**src/rtl/jt89_wrseq.sv**
```systemverilog
// jt89_wrseq -- command-to-PSG write sequencer.
//
// Turns high-level channel commands (tone period, volume, noise control)
// into the one- or two-byte write sequence expected by an SN76489-style PSG.
// Writes are paced by the PSG clock enable: the write strobe is low for one
// clk_en period per byte, with at least one clk_en period high between bytes.
//
// Ports:
//   clk        system clock, rising edge
//   rst        asynchronous active-high reset
//   clk_en     PSG clock enable; the write FSM advances only when high
//   cmd_valid  command request (accepted whenever cmd_ready is high)
//   cmd_ready  queue has room for a command this cycle
//   cmd_ch     target channel 0..3 (3 = noise)
//   cmd_vol    1 = volume command, 0 = tone/noise-control command
//   cmd_val    tone period [9:0], volume [3:0] or noise control [2:0]
//   psg_ready  PSG can accept a write
//   wr_n       active-low PSG write strobe
//   dout       PSG write byte (held while wr_n is high)
//   busy       queue not empty or a write sequence in progress
//
// Configuration:
//   JT89_WRSEQ_FIFO_EN  defined   -> 4-entry command FIFO
//                       undefined -> 1-entry holding register (default)

module jt89_wrseq (
    input  logic       clk,
    input  logic       rst,
    input  logic       clk_en,
    input  logic       cmd_valid,
    output logic       cmd_ready,
    input  logic [1:0] cmd_ch,
    input  logic       cmd_vol,
    input  logic [9:0] cmd_val,
    input  logic       psg_ready,
    output logic       wr_n,
    output logic [7:0] dout,
    output logic       busy
);

    // Queued command word: {ch[12:11], vol[10], val[9:0]}
    localparam int CMD_W = 13;

    typedef enum logic [1:0] {
        ST_IDLE  = 2'd0,
        ST_LATCH = 2'd1,
        ST_GAP   = 2'd2,
        ST_DATA  = 2'd3
    } state_t;

    // ------------------------------------------------------------------
    // Byte formatting
    // ------------------------------------------------------------------
    function automatic logic [7:0] latch_byte(input logic [CMD_W-1:0] c);
        // Noise control uses a 3-bit field with bit 3 forced to zero
        if (c[12:11] == 2'd3 && !c[10]) begin
            return {5'b11100, c[2:0]};
        end
        return {1'b1, c[12:11], c[10], c[3:0]};
    endfunction

    function automatic logic [7:0] data_byte(input logic [CMD_W-1:0] c);
        return {2'b00, c[9:4]};
    endfunction

    // Only tone periods on channels 0..2 carry the upper six bits
    function automatic logic needs_data(input logic [CMD_W-1:0] c);
        return !c[10] && (c[12:11] != 2'd3);
    endfunction

    logic [CMD_W-1:0] cmd_word;
    logic [CMD_W-1:0] q_head;
    logic             q_full;
    logic             q_empty;
    logic             do_push;
    logic             do_pop;

    assign cmd_word  = {cmd_ch, cmd_vol, cmd_val};
    assign cmd_ready = !q_full;
    // A full queue ignores cmd_valid even if it is popped this cycle
    assign do_push   = cmd_valid && !q_full;

    // ------------------------------------------------------------------
    // Command queue
    // ------------------------------------------------------------------
`ifdef JT89_WRSEQ_FIFO_EN
    localparam int DEPTH = 4;

    logic [CMD_W-1:0] mem_q [DEPTH];
    logic [1:0]       wr_ptr_q, wr_ptr_d;
    logic [1:0]       rd_ptr_q, rd_ptr_d;
    logic [2:0]       count_q,  count_d;

    assign q_full  = (count_q == 3'(DEPTH));
    assign q_empty = (count_q == 3'd0);
    assign q_head  = mem_q[rd_ptr_q];

    always_comb begin
        wr_ptr_d = wr_ptr_q;
        rd_ptr_d = rd_ptr_q;
        count_d  = count_q;
        if (do_push) begin
            wr_ptr_d = wr_ptr_q + 2'd1;
        end
        if (do_pop) begin
            rd_ptr_d = rd_ptr_q + 2'd1;
        end
        case ({do_push, do_pop})
            2'b10:   count_d = count_q + 3'd1;
            2'b01:   count_d = count_q - 3'd1;
            default: count_d = count_q;
        endcase
    end

    always_ff @(posedge clk or posedge rst) begin
        if (rst) begin
            wr_ptr_q <= 2'd0;
            rd_ptr_q <= 2'd0;
            count_q  <= 3'd0;
        end else begin
            wr_ptr_q <= wr_ptr_d;
            rd_ptr_q <= rd_ptr_d;
            count_q  <= count_d;
        end
    end

    // Storage holds data only; validity lives in count_q
    always_ff @(posedge clk) begin
        if (do_push) begin
            mem_q[wr_ptr_q] <= cmd_word;
        end
    end
`else
    logic [CMD_W-1:0] hold_q;
    logic             hold_vld_q, hold_vld_d;

    assign q_full  = hold_vld_q;
    assign q_empty = !hold_vld_q;
    assign q_head  = hold_q;

    // Push only happens while empty and pop only while full, so they
    // never collide in the single-entry case
    always_comb begin
        hold_vld_d = hold_vld_q;
        if (do_pop) begin
            hold_vld_d = 1'b0;
        end
        if (do_push) begin
            hold_vld_d = 1'b1;
        end
    end

    always_ff @(posedge clk or posedge rst) begin
        if (rst) begin
            hold_vld_q <= 1'b0;
        end else begin
            hold_vld_q <= hold_vld_d;
        end
    end

    always_ff @(posedge clk) begin
        if (do_push) begin
            hold_q <= cmd_word;
        end
    end
`endif

    // ------------------------------------------------------------------
    // Write FSM
    // ------------------------------------------------------------------
    state_t     state_q, state_d;
    logic       wr_n_q,  wr_n_d;
    logic [7:0] dout_q,  dout_d;
    logic [7:0] data_q,  data_d;
    logic       two_q,   two_d;

    always_comb begin
        state_d = state_q;
        wr_n_d  = wr_n_q;
        dout_d  = dout_q;
        data_d  = data_q;
        two_d   = two_q;
        do_pop  = 1'b0;
        if (clk_en) begin
            case (state_q)
                ST_IDLE: begin
                    if (!q_empty && psg_ready) begin
                        do_pop  = 1'b1;
                        dout_d  = latch_byte(q_head);
                        data_d  = data_byte(q_head);
                        two_d   = needs_data(q_head);
                        wr_n_d  = 1'b0;
                        state_d = ST_LATCH;
                    end
                end
                ST_LATCH: begin
                    wr_n_d  = 1'b1;
                    state_d = two_q ? ST_GAP : ST_IDLE;
                end
                ST_GAP: begin
                    if (psg_ready) begin
                        dout_d  = data_q;
                        wr_n_d  = 1'b0;
                        state_d = ST_DATA;
                    end
                end
                ST_DATA: begin
                    wr_n_d  = 1'b1;
                    state_d = ST_IDLE;
                end
                default: begin
                    wr_n_d  = 1'b1;
                    state_d = ST_IDLE;
                end
            endcase
        end
    end

    // Reset clears the pending second byte so an aborted command stays aborted
    always_ff @(posedge clk or posedge rst) begin
        if (rst) begin
            state_q <= ST_IDLE;
            wr_n_q  <= 1'b1;
            dout_q  <= 8'h00;
            two_q   <= 1'b0;
        end else begin
            state_q <= state_d;
            wr_n_q  <= wr_n_d;
            dout_q  <= dout_d;
            two_q   <= two_d;
        end
    end

    always_ff @(posedge clk) begin
        data_q <= data_d;
    end

    assign wr_n = wr_n_q;
    assign dout = dout_q;
    assign busy = !q_empty || (state_q != ST_IDLE);

endmodule

```
**config.mk**
```make
export PLATFORM = sky130hd
export DESIGN_NAME = jt89_wrseq
export DESIGN_NICKNAME = d
export VERILOG_FILES = /design/src/rtl/jt89_wrseq.sv
export SDC_FILE = /design/constraint.sdc
export NUM_CORES = 1
export LEC_CHECK = 0
export BUFFER_PORTS_ARGS = -buffer_cell sky130_fd_sc_hd__clkbuf_2
export CAP_MARGIN = 20
export CELL_PAD_IN_SITES_DETAIL_PLACEMENT = 1
export CELL_PAD_IN_SITES_GLOBAL_PLACEMENT = 1
export CORE_MARGIN = 1
export CORE_UTILIZATION = 42
export CTS_CLUSTER_SIZE = 28
export DETAILED_ROUTE_END_ITERATION = 8
export PLACE_DENSITY_LB_ADDON = 0.12
export SLEW_MARGIN = 25
export SYNTH_ARGS = -nofsm -noshare
export SYNTH_HDL_FRONTEND = slang
export SYNTH_SLANG_ARGS = --single-unit
```
**constraint.sdc**
```tcl
create_clock -name clk -period 2 [get_ports clk]
set_clock_uncertainty 0.05 [all_clocks]
set_input_delay 0.1 -clock clk [delete_from_list [all_inputs] [get_ports clk]]
set_output_delay 0.1 -clock clk [all_outputs]
set_load 0.01 [all_outputs]
```
== After elaboration in Yosys (flattened, before gate mapping) ==
Cells that the tools add are included.
Storage, ports and cells
  register bits: 32
  input bits: 18
  logic and storage cells: 50
Cells by class
  equality and inequality tests: 7
  muxes and demuxes: 21
  reduce and logical (&&, ||, !) cells: 15
Operator list (number)
  8-bit two-way mux: 4
  8-bit case mux with 2 select lines: 1
  1-bit two-way mux: 11
  2-bit case mux with 4 select lines: 1
  2-bit equality test (second input constant): 3
  2-bit two-way mux: 3
  2-bit != test (second input constant): 3
  3-bit AND reduction: 2
  2-bit nonzero test: 3
  1-bit logical AND: 4
  4-bit AND reduction: 1
  1-bit case mux with 3 select lines: 1
  2-bit by 1-bit equality test with 1-bit output (second input constant): 1
  1-bit zero test: 2
  2-bit zero test: 1
  2-bit OR reduction: 1
  1-bit logical OR: 1

== Logic depth before layout (Yosys ltp) ==
Gate-level depths: netlist of run 1.
  depth in word-level cells: 9
  gate-level depth with buffers: 3

== Worst setup path before layout of run 1 ==
No wires, ideal clock.
  path kind: reg-to-reg
  from: reg hold_vld_q
  to: reg two_q
  arrival: 1.345 ns
  required time: 1.823 ns
  setup slack: 0.477 ns
  stages on the path, launching flop included: 4
  path buffers: 0
  cells stage by stage: dfrtp_1 -> inv_1 -> nor4_4 -> mux2_1
On the way
  cells in the longest elaborated chain, start to end: 2
RTL lines
  start: declaration: line 135  | logic hold_vld_q, hold_vld_d;
  start signal: assignment: line 157  | hold_vld_q <= hold_vld_d;
  1-bit logical AND: line 187  | if (!q_empty && psg_ready) begin
  3-bit AND reduction (no source line)
  end signal: assignment: line 230  | two_q <= two_d;
  end: declaration: line 175  | logic two_q, two_d;
Every way passes these cells.
A chain may end at the register's enable or synchronous reset.

== Final worst setup path of run 1 ==
  from: reg hold_vld_q
  to: reg data_q[1], enable pin
On the way
  cells in the longest elaborated chain, start to end: 2
RTL lines
  1-bit logical AND: line 187
  3-bit AND reduction (no source line)
  end signal: assignment: line 235  | data_q <= data_d;
  end: declaration: line 174  | logic [7:0] data_q, data_d;
Every way passes these cells.

==> results of run 1 <==
==> per-stage QoR <==
| step | std cells | hold slack, ps | instance area [µm²] | worst slack, ps |
|---|---|---|---|---|
| 3_5_place_dp | 134 | 88.4 | 1420 | 391 |
| 4_1_cts | 157 | 0.419 | 1630 | 381 |
| 5_1_grt | 157 | 9.98 | 1630 | 275 |
| 2_1_floorplan | 73 | -73.8 | 1230 | 477 |
| 3_3_place_gp | 134 | 68.6 | 1420 | 405 |
| 6_report | 157 | 7.42 | 1630 | 398 |
==> placed cells by master (no fill, tap or decap) <==
master	synthesis	layout
buf_4	0	2
clkbuf_4	0	5
mux2i_1	1	1
clkinv_1	0	1
nor2b_2	1	1
mux2_2	5	5
dfrtp_1	12	12
a21o_1	1	1
dfstp_2	1	1
a22o_1	1	1
and3b_1	1	1
clkbuf_2	0	28
nor2_1	2	2
nor3_1	1	1
nand2_1	6	6
edfxtp_1	19	19
inv_1	6	6
clkinvlp_4	0	1
a21boi_4	1	1
a21oi_1	1	1
mux2_4	5	5
o221ai_1	1	1
clkbuf_1	0	1
nor2b_1	1	1
nor4_4	1	1
o21ai_0	4	4
dlygate4sd3_1	0	15
mux2_1	1	1
a32oi_1	1	1
==> cells in the mapped netlist <==
master,number
inv_1,6
a21o_1,1
nand2_1,6
a21boi_4,1
nor2b_1,1
edfxtp_1,19
dfrtp_1,12
nor2_1,2
a21oi_1,1
dfstp_2,1
a32oi_1,1
o21ai_0,4
a22o_1,1
mux2_1,1
and3b_1,1
mux2i_1,1
o221ai_1,1
nor3_1,1
mux2_2,5
nor2b_2,1
nor4_4,1
mux2_4,5
==> path summary, 6_finish.rpt <==
| kind | end | cells past startpoint |
|---|---|---|
| worst max-delay path | data_q[1]$_DFFE_PP_ | 3 |
| worst min-delay path | wr_n$_DFFE_PP1P_ | 3 |
| worst max register to register | data_q[1]$_DFFE_PP_ | 3 |
| worst min register to register | data_q[0]$_DFFE_PP_ | 0 |
| max in group asynchronous | wr_n$_DFFE_PP1P_ | 3 |
| min in group asynchronous | dout[2]$_DFFE_PP0P_ | 3 |
==> final cells by class <==
class	instances	area (µm²)
repair buffers	45	305
multi-input cells	35	310
fillers	279	1130
flip-flops and latches	32	897
clock inverters	2	11.3
inverters	6	22.5
well taps	31	38.8
clock buffers	6	41.3
==> layer usage <==
metal / GRT usage [%] / wire length [µm]
met5: 0 / 0
met4: 6.27 / 40
met3: 6.05 / 105
met2: 28.1 / 1080
met1: 18.7 / 972
==> report_power, final <==
| part | internal [µW] | switching (µW) | leakage (µW) |
|---|---|---|---|
| sequential | 873 | 106 | 0.000327 |
| clock | 134 | 205 | 0.0000259 |
| combinational | 284 | 252 | 0.000343 |
| total | 1290 | 562 | 0.000696 |
==> flip-flops by register name (all words and copies together) (netlist names), named ones only <==
| signal | cells |
|---|---|
| hold_q | 13 |
| dout | 8 |
| data_q | 6 |
| hold_vld_q | 1 |
| state_q | 1 |
| two_q | 1 |
| wr_n | 1 |
==> cells by family (layout without fill, tap and decap cells) <==
group	count (synthesis)	in the layout	share of synthesized area [%]
and+or+nand+nor	13	13	6.51
DFF	32	32	72.9
buffers and inverters	6	59	1.83
muxes	12	12	12.4
AOI/OAI and AO/OA	10	10	6.31
==> worst max-delay path: cells and delay by family, from the launching register on <==
family	cells	cell delay, ps
flip-flops	1	440
AND/OR/NAND/NOR	1	440
buffers and inverters	2	400
==> impl_results.md, run 1 <==
- Cts hold-fix bufs: 15
- Post-route minimum period: 1600 ps
- Slew Viols, Final: 0
- Vias per cell: 4.73
- Total clock sinks: 32
- Synth cell types: 22
- Relative slew margins: 66.9%
- Core Box Area: 2760 µm²
- Worst setup EP type: flip-flop
- Worst hold start: clk_en
- Initial Utilization: 44.6%
- Sequential share of the synthesized area: 72.9%
- Crit path largest cell delay: 440 ps
- CP required: 1990 ps
- # Max-Cap Violations: 0
- Sum Neg Setup Slack: 0 ps
- Overall power: 1850 µW
- CTS tree: built
- Port-buffer cells: 28
- CTS H-tree lvls: 2
- Initial antenna violation count: 0
- Share of cells above drive strength 1: 39.7%
- Hold Fails Final Rpt: 0
- Clock Tree Buf Depth: 2
- Die height: 56.1 µm
- Max Fclk: 0.624 GHz
- Die Wd: 56.1 µm
- Final setup fails: 0
- Post-Syn Instances: 73
- Syn-to-layout area delta: 32.2%
- Dpl hpwl: 1620 µm
- Slowest-stage cell, CP: dfrtp_1
- Syn_area_per_cell: 16.8 µm²
- Startpoint types: flip-flop
- Area share of the largest cell type after synthesis: 46.4%
- Starting DRC count in detailed routing: 6
- Leakage: 0.000696 µW
- TritonRoute pass-1 iters: 2
- Worst r2r src: hold_vld_q$_DFFE_PP0P_
- Mapped Area: 1230 µm²
- Unrepaired setup endpoints after global routing: false
- Slew @ Worst Pin: 497 ps
- Cell chosen for the clock root: clkbuf_4
- GR Overflow Total: 0
- Remaining DRCs: 0
- Drt wl/cell: 14.0 µm
- Inserted Diodes: 0
- Critical Path Start: hold_vld_q$_DFFE_PP0P_
- First-pass GRT wire length: 3820 µm
- Hold Crit Class: in2reg
- Final core occ: 59.0%
- # resized after CTS: 0
- DRT Wirelength: 2200 µm
- PD cells: 1140 nW/µm²
- Ports: 29
- Status: complete, no violations
- RePlAce Congestion: 0.794
- Final Cycle Share: 80.1%
- Via count: 742
- Total track usage: 16.4%
- Vias in the first global route: 830
- Top cells by area, synth: edfxtp_1, dfrtp_1, mux2_4
- Number of antenna-violating nets in the routed design: 0
- Largest net degree at the start of global routing: 14
- WP data arrival: 1590 ps
- Critical Path Fanout Max: 6
- Crit path cell chain: inv_1, nor4_4, buf_4
- CTS clk-pin slew, worst paths: 90 ps
- Setup bufs post-CTS: 0
- # nets final: 143
- Max VDD drop: 834 µV
- Post-synth net total: 91
- Ys Warns: 0
- CTS Buf Count: 5
- FF+latch count, synth: 32
- Flop-to-flop setup slack: 400 ps
- Row count: 19
- Clock latency on the worst-skew pair: 320 ps
- Synth area leader: edfxtp_1
- Die area: 3150 µm²
- Critical path class: reg2reg
(Power assumes the default switching activity.)
==> run 2: changes to the inputs <==
==> constraint.sdc (replaced) <==
create_clock -name clk -period 1.64 [get_ports clk]
set_clock_uncertainty 0.05 [all_clocks]
set_input_delay 0.082 -clock clk [delete_from_list [all_inputs] [get_ports clk]]
set_output_delay 0.082 -clock clk [all_outputs]
set_load 0.01 [all_outputs]
==> run 2 against run 1 <==
Setup slack got worse by 250 ps. Worst hold slack improved by 84 ps. Non-clock buffer count rose by 4. Highest routed layer unchanged. Global-route usage fell by 0.32 points. Register-to-register slack got worse by 250 ps. Power rose by 24%. Sequential power rose by 20%. Critical path depth did not move. First-iteration DRC count rose by 50%. Via count rose by 4.6%.
==> impl_results.md, run 2 (same netlist as run 1, synthesis figures left out) <==
- Post-route minimum period: 1490 ps (-115 ps)
- Inserted Diodes: 0 (unchanged)
- RePlAce Congestion: 0.827 (+4.1%)
- Leakage: 0.000725 µW (+4.1%)
- GR Overflow Total: 0 (unchanged)
- Share of cells above drive strength 1: 42.3% (+2.6 points)
- Starting DRC count in detailed routing: 9 (+3)
- Dpl hpwl: 1500 µm (-7.4%)
- TritonRoute pass-1 iters: 4 (+2)
- Syn-to-layout area delta: 35.2%
- Ports: 29 (unchanged)
- Initial Utilization: 44.6% (unchanged)
- Number of antenna-violating nets in the routed design: 0 (unchanged)
- Unrepaired setup endpoints after global routing: false
- Vias in the first global route: 861 (+3.7%)
- Status: complete, no violations
- Slew Viols, Final: 0 (unchanged)
- Relative slew margins: 66.3% (-0.54 points)
- Clock latency on the worst-skew pair: 320 ps (about the same)
- Vias per cell: 4.82 (+2.0%)
- CTS clk-pin slew, worst paths: 100 ps (about the same)
- Die Wd: 56.1 µm (unchanged)
- Row count: 19 (unchanged)
- Max VDD drop: 894 µV (+7.2%)
- Slowest-stage cell, CP: dfrtp_1
- CP required: 1810 ps (-180 ps)
- Die height: 56.1 µm (unchanged)
- CTS tree: built
- Startpoint types: flip-flop
- Crit path largest cell delay: 440 ps (about the same)
- Internal Power: 1600 µW (+24%)
- Net Sw Frac: 30.2% (-0.12 points)
- Total track usage: 16.1% (-0.32 points)
- Largest net degree at the start of global routing: 14 (unchanged)
- Final core occ: 60.3% (+1.3 points)
- Sum Neg Setup Slack: 0 ps (unchanged)
- CTS Buf Count: 5 (unchanged)
- Final Cycle Share: 90.7% (+11 points)
- Port-buffer cells: 28 (unchanged)
- Clock Tree Buf Depth: 2 (unchanged)
- Max reg flops: 13 (unchanged)
- Critical Path Start: state_q[0]$_DFFE_PP0P_
- Commonest non-fill, non-tap cell in the layout: clkbuf_2
- Overall power: 2300 µW (+24%)
- Most frequent cells in the layout: clkbuf_2, edfxtp_1, dlygate4sd3_1
- CTS H-tree lvls: 2 (unchanged)
- Hold Fails Final Rpt: 0 (unchanged)
- Critical Path Fanout Max: 5 (-1)
- Initial antenna violation count: 0 (unchanged)
- Setup bufs post-CTS: 0 (unchanged)
- Via count: 776 (+4.6%)
- Final setup fails: 0 (unchanged)
- WP data arrival: 1660 ps (+70 ps)
- Clock share of power: 18.7% (+0.4 points)
- Worst hold start: psg_ready
- Max Fclk: 0.672 GHz (+7.7%)
- Seq pwr share: 50.9% (-1.9 points)
- First-pass GRT wire length: 3700 µm (-3.2%)
- Remaining DRCs: 0 (unchanged)
- Total clock sinks: 32 (unchanged)
- Hold Crit Class: in2reg
- Critical path class: reg2reg
- Worst r2r src: state_q[0]$_DFFE_PP0P_
- Core Box Area: 2760 µm² (unchanged)
- Cell chosen for the clock root: clkbuf_4
- # Max-Cap Violations: 0 (unchanged)
- Gate power share: 30.4% (+1.5 points)
- Layout Cells excl Fill: 161 (+2.5%)
- Largest register by flop count: hold_q
- DRT Wirelength: 2160 µm (-1.7%)
- Die area: 3150 µm² (unchanged)
- Hold WS: 91.2 ps (+83.8 ps)
- Placed Instances: 137 (+2.2%)
- Drt wl/cell: 13.4 µm (-4.1%)
- Slew @ Worst Pin: 505 ps (+8.04 ps)
- PD cells: 1380 nW/µm² (+21%)
- Crit path cell chain: and3b_1, a21boi_4, mux2_4
- # nets final: 147 (+2.8%)
- Sw Pwr: 694 µW (+23%)
- Worst setup EP type: flip-flop
==> run 2: cell count changes in the layout (fill, tap and decap cells not counted) <==
cell and change:
clkinv_2 +2, clkinv_1 -1, clkinv_4 +1, clkbuf_1 -1, clkinvlp_4 -1, buf_4 +3, dlygate4sd3_1 +1
==> run 2: through the flow <==
step / cell area (µm²) / setup WS (ps)
6_report: 1660 / 153
5_1_grt: 1660 / 80.8
4_1_cts: 1660 / 135
3_5_place_dp: 1450 / 159
3_3_place_gp: 1450 / 169
2_1_floorplan: 1230 / 117
==> run 2: routing by layer <==
| layer | share of wire [%] | global-route usage (%) | routed length (µm) | vias to the layer above |
|---|---|---|---|---|
| li1 | - | - | - | 378 |
| met1 | 44 | 19.0 | 943 | 371 |
| met2 | 51 | 27.0 | 1100 | 22 |
| met3 | 3.7 | 4.19 | 79 | 5 |
| met4 | 1.8 | 8.36 | 39 | 0 |
| met5 | 0 | 0 | 0 | - |
==> run 2: path summary, 6_finish.rpt <==
| kind | end | slack, ps | cells past startpoint |
|---|---|---|---|
| setup reg to reg | dout[0]$_DFFE_PP0P_ | 150 | 3 |
| hold reg to reg | data_q[3]$_DFFE_PP_ | 380 | 0 |
| setup / recovery | dout[0]$_DFFE_PP0P_ | 150 | 3 |
| min in group asynchronous | dout[2]$_DFFE_PP0P_ | 250 | 3 |
| hold / removal | wr_n$_DFFE_PP1P_ | 90 | 4 |
| max in group asynchronous | wr_n$_DFFE_PP1P_ | 930 | 3 |
==> run 2: critical path, delay by kind of cell, from the launching register on <==
family | cells | cell delay (ps)
AO/OA/AOI/OAI | 1 | 300
flip-flops | 1 | 440
multiplexers | 1 | 320
AND/OR/NAND/NOR | 1 | 280
==> run 2: timing repair <==
action / 4_1_cts / 5_1_grt
endpoints found under the hold margin: 28 / 0
gates resized for setup: 0 / 0
hold buffers: 16 / 0
==> run 2: cell type report <==
cell class                 count  area, µm²
sequential                    32        897
fill                         284       1090
tap                           31       38.8
timing repair buffer          49        338
multi-input combinational     35        310
inverter                       6       22.5
clock buffer                   5       37.5
clock inverter                 3       18.8
==> run 2: power by group through the flow <==
stage,sequential (µW),combinational (µW),clock (µW)
after detailed placement,1190,680,0
final,1170,698,430
after floorplan,1240,359,0
after global placement,1180,669,0
after global routing,1190,763,472
after CTS,1170,710,450
